==> src/rtl/serial_cmp_seq.sv <==
// serial_cmp_seq: bit-serial magnitude comparator that walks the operands
// two bits per clock, most significant pair first, and reports lt/gt/eq.
// Optional build macro SERIAL_CMP_EARLY_EXIT_EN ends a compare on the first
// differing pair; without it every compare takes WIDTH/2 RUN cycles.
module serial_cmp_seq #(
  parameter int unsigned WIDTH = 8
) (
  input  logic             clk,
  input  logic             rst_n,
  input  logic             start,
  input  logic [WIDTH-1:0] x,
  input  logic [WIDTH-1:0] y,
  output logic             busy,
  output logic             done,
  output logic             lt,
  output logic             gt,
  output logic             eq
);

  localparam int unsigned PAIRS = WIDTH / 2;
  localparam int unsigned CW    = $clog2(PAIRS + 1);

  typedef enum logic {
    IDLE = 1'b0,
    RUN  = 1'b1
  } state_e;

  state_e           state_q;
  logic [WIDTH-1:0] x_q;
  logic [WIDTH-1:0] y_q;
  logic [CW-1:0]    cnt_q;
  logic             gflag_q;
  logic             lflag_q;
  logic             gflag_d;
  logic             lflag_d;
  logic             finish_d;
  logic             busy_q;
  logic             done_q;
  logic             lt_q;
  logic             gt_q;
  logic             eq_q;
  logic [1:0]       xp;
  logic [1:0]       yp;

  // Cascade update for the current MSB pair and end-of-compare decision.
  // Operands are shifted left each RUN cycle, so the live pair is always the top two bits.
  always_comb begin
    xp       = x_q[WIDTH-1 -: 2];
    yp       = y_q[WIDTH-1 -: 2];
    gflag_d  = ~lflag_q & (gflag_q | (xp > yp));
    lflag_d  = ~gflag_q & (lflag_q | (xp < yp));
`ifdef SERIAL_CMP_EARLY_EXIT_EN
    finish_d = (cnt_q == CW'(1)) | gflag_d | lflag_d;
`else
    finish_d = (cnt_q == CW'(1));
`endif
  end

  // Control FSM with operand capture, pair counter and registered outputs.
  always_ff @(posedge clk or negedge rst_n) begin
    if (!rst_n) begin
      state_q <= IDLE;
      x_q     <= '0;
      y_q     <= '0;
      cnt_q   <= '0;
      gflag_q <= 1'b0;
      lflag_q <= 1'b0;
      busy_q  <= 1'b0;
      done_q  <= 1'b0;
      lt_q    <= 1'b0;
      gt_q    <= 1'b0;
      eq_q    <= 1'b0;
    end else begin
      done_q <= 1'b0;
      case (state_q)
        IDLE: begin
          if (start) begin
            x_q     <= x;
            y_q     <= y;
            gflag_q <= 1'b0;
            lflag_q <= 1'b0;
            cnt_q   <= CW'(PAIRS);
            busy_q  <= 1'b1;
            state_q <= RUN;
          end
        end
        RUN: begin
          x_q     <= x_q << 2;
          y_q     <= y_q << 2;
          gflag_q <= gflag_d;
          lflag_q <= lflag_d;
          cnt_q   <= cnt_q - CW'(1);
          if (finish_d) begin
            cnt_q   <= '0;
            busy_q  <= 1'b0;
            done_q  <= 1'b1;
            gt_q    <= gflag_d;
            lt_q    <= lflag_d;
            eq_q    <= ~(gflag_d | lflag_d);
            state_q <= IDLE;
          end
        end
        default: state_q <= IDLE;
      endcase
    end
  end

  assign busy = busy_q;
  assign done = done_q;
  assign lt   = lt_q;
  assign gt   = gt_q;
  assign eq   = eq_q;

endmodule

==> config.mk <==
export PLATFORM = sky130hd
export DESIGN_NAME = serial_cmp_seq
export DESIGN_NICKNAME = d
export VERILOG_FILES = /design/src/rtl/serial_cmp_seq.sv
export SDC_FILE = /design/constraint.sdc
export NUM_CORES = 1
export LEC_CHECK = 0
export ABC_CLOCK_PERIOD_IN_PS = 1810
export BUFFER_PORTS_ARGS = -buffer_cell sky130_fd_sc_hd__buf_4
export CORE_MARGIN = 3
export CORE_UTILIZATION = 45
export DETAILED_ROUTE_END_ITERATION = 10
export GPL_ROUTABILITY_DRIVEN = 0
export PLACE_DENSITY = 0.67
export SKIP_LAST_GASP = 1
export SLEW_MARGIN = 30
export SYNTH_ARGS = -nofsm -noshare
export SYNTH_HDL_FRONTEND = slang
export SYNTH_SLANG_ARGS = --single-unit
==> constraint.sdc <==
create_clock -name clk -period 1.81 [get_ports clk]
set_input_delay 0.362 -clock clk [delete_from_list [all_inputs] [get_ports clk]]
set_output_delay 0.362 -clock clk [all_outputs]
set_load 0.01 [all_outputs]
==> reports/qor.txt <==
Final HPWL from detailed placement: 1.616 mm
Reg clk slew, reported paths: 0.14 ns
First-pass GRT wire length: 3.974 mm
Pwr Total: 0.001950 W
Synthesized instance count: 119
Endpoint class of the critical path: register
Initial DRC count: 13
CTS tree: yes
Post-CTS Resized: 0
Via Count: 910
Slowest cell on crit path: or4_1
Max Cap Viol: 0
FF/Latch Area: 675.6 sq um
CTS Buf Count: 3
Netlist Area Pre-Place: 1260 sq um
Clock Path Buffers: 2
CTS Hold Bufs: 1
Overall die height: 58.92 um
Layout Skew: 0.002035 ns
Clock root buffer: clkbuf_4
Detailed Route WL: 2.244 mm
Pin count of the biggest net entering global routing: 28
ANT nets after route: 0
Sequential power share: 49.3%
RSZ-0062 raised after global routing: no
Sequential area share after synthesis: 53.62%
P_int: 0.001264 W
VDD IR max: 0.0007125 V
CP bufs+invs: 0
Number of global-route vias before repair: 956
Worst path depth: 4
Reg2Reg Setup Slack: 0.34 ns
Flops & latches, synth: 27
Worst Path Required: 2.07 ns
Layout cells sized above 1: 22.38%
Worst Tran Pin Value: 0.3390 ns
Post-Syn Nets: 142
Global-route usage over all layers: 14.94%
Static Leak: 0.7589 nW
Worst-path fanout max: 3
Clk_lat worst skew: 0.32 ns
Slew HR: 77.40%
IO Pins: 24
CP delay by family, top: simple AND/OR/NAND/NOR gates
Worst hold path type: in2reg
Fin crit share: 80.97%
Run status: finished clean
Multi-input logic area: 525.5 sq um
Most common cell after layout, fill and taps aside: dfrtp_1
Psw: 0.0006866 W
Drt pass-1 iters: 4
Most frequent cells in the layout: dfrtp_1, buf_4, mux2i_1
Drt wl/cell: 12.97 um
Fin nets: 167
Core area: 2567 sq um
Buffers added on ports: 23
Avg Cell Area, Syn: 10.59 sq um
Chip width: 58.92 um
Finish-stage setup viols: 0
Switching share of power: 35.20%
F_max: 682.3 MHz
FP Rows: 18
Antenna fix cells: 0
Clk pwr share: 13.4%
Synth cell types: 21
Hold path cells: 3
Post-DR vias/cell: 5.260
Final Hold Fails: 0
Startpoint Class: register
Drt drc: 0
H-tree depth: 1
CP Cell Sequence: ha_1, nand2_1, or4_1, a21oi_1
Final min period: 1.466 ns
R2R depth: 4
Setup tns final: 0 ns
Initial antenna violation count: 0
Crit Path Category: reg2reg
Pwr Density: 1307 nW/um^2
Combinational power share: 37.2%
DIE AREA: 3471 sq um
Yosys warns: 0
GR Overflow Total: 0
Sink Count: 27
Filler Cell Count: 227
Postcts setup bufs: 0
Area Growth Syn to Fin: 18.47%
Crit-path max cell delay: 0.47 ns
CP Data Arrival Time: 1.72 ns
Initial Utilization: 49.07%
Final Slew Violations: 0
[power groups by stage]
stage	clock, W	combinational [W]	sequential [W]
2_1_floorplan	0	0.000499	0.000952
3_3_place_gp	0	0.000712	0.000970
3_5_place_dp	0	0.000734	0.000973
4_1_cts	0.000274	0.000736	0.000961
5_1_grt	0.000297	0.000829	0.000997
6_report	0.000262	0.000726	0.000962
[worst paths after layout]
check | startpoint | to
min | x[1] | x_q[1]
max in group asynchronous | rst_n | gflag_q
min reg2reg | cnt_q[1] | cnt_q[1]
max reg2reg | x_q[7] | eq
max | x_q[7] | eq
min in group asynchronous | rst_n | x_q[7]
[logic make-up (layout without fill, tap and decap cells)]
| kind of cell | count (synthesis) | after routing | synth area share [%] |
|---|---|---|---|
| AO/OA/AOI/OAI | 24 | 24 | 10.63 |
| adder cells (fa/ha/maj) | 4 | 4 | 3.972 |
| buffers and inverters | 14 | 38 | 4.668 |
| flip-flops | 27 | 27 | 53.62 |
| multiplexers | 19 | 19 | 15.19 |
| AND/OR/NAND/NOR | 31 | 31 | 11.92 |
[per-layer routing]
layer  vias to the layer above  wire length [um]  share of wire, %  global-route usage [%]
li1                        453                 -                 -                       -
met1                       428              1019                45                   18.10
met2                        25              1066                48                   25.39
met3                         4               125               5.6                   2.632
met4                         0                33               1.5                   7.443
met5                         -                 0                 0                       0
[state kept, by name (all words and copies together), names as in the netlist]
register,flops
x_q,8
y_q,8
cnt_q,3
busy,1
done,1
eq,1
gflag_q,1
gt,1
lflag_q,1
lt,1
state_q,1
[final cells by class]
| cell class | instances | share of cell area [%] |
|---|---|---|
| Timing Repair Buffer | 26 | 13.24 |
| Clock buffer | 4 | 1.760 |
| Tap cell | 30 | 2.515 |
| Multi-Input combinational cell | 78 | 35.21 |
| Inverter | 8 | 2.012 |
| Sequential cell | 27 | 45.26 |
[metrics by stage]
step           area [sq um]  cells  hold slack [ns]  util [%]  setup WS, ns
2_1_floorplan          1260    119          0.06641         -        0.4670
3_3_place_gp           1456    168           0.2933     56.73        0.4447
3_5_place_dp           1456    168           0.2976     56.73        0.3718
4_1_cts                1493    173           0.2629     58.14        0.3413
5_1_grt                1493    173           0.2776     58.14        0.2744
6_report               1493    173           0.2750     58.14        0.3444
[cell usage after synthesis (all sizes together)]
library cell	count	area share [%]
or4	1	0.60
a22o	2	1.5
a211oi	1	0.60
nand3b	1	0.89
inv	8	2.4
nor3b	2	1.2
buf	3	1.4
mux2	1	0.89
nand2	16	4.8
nor2b	3	2.1
a31oi	2	0.99
ha	4	4.0
a21oi	2	0.79
o21ai	17	6.8
mux2i	18	14
nor2	8	2.4
dfrtp	27	54
clkbuf	3	0.89
[worst reg2reg max path, cell delays in order (launching register included)]
cell	delay (ns)
dfrtp_1	0.41
ha_1	0.30
nand2_1	0.07
or4_1	0.47
a21oi_1	0.15
No activity file was read; power rests on OpenSTA's default activity.
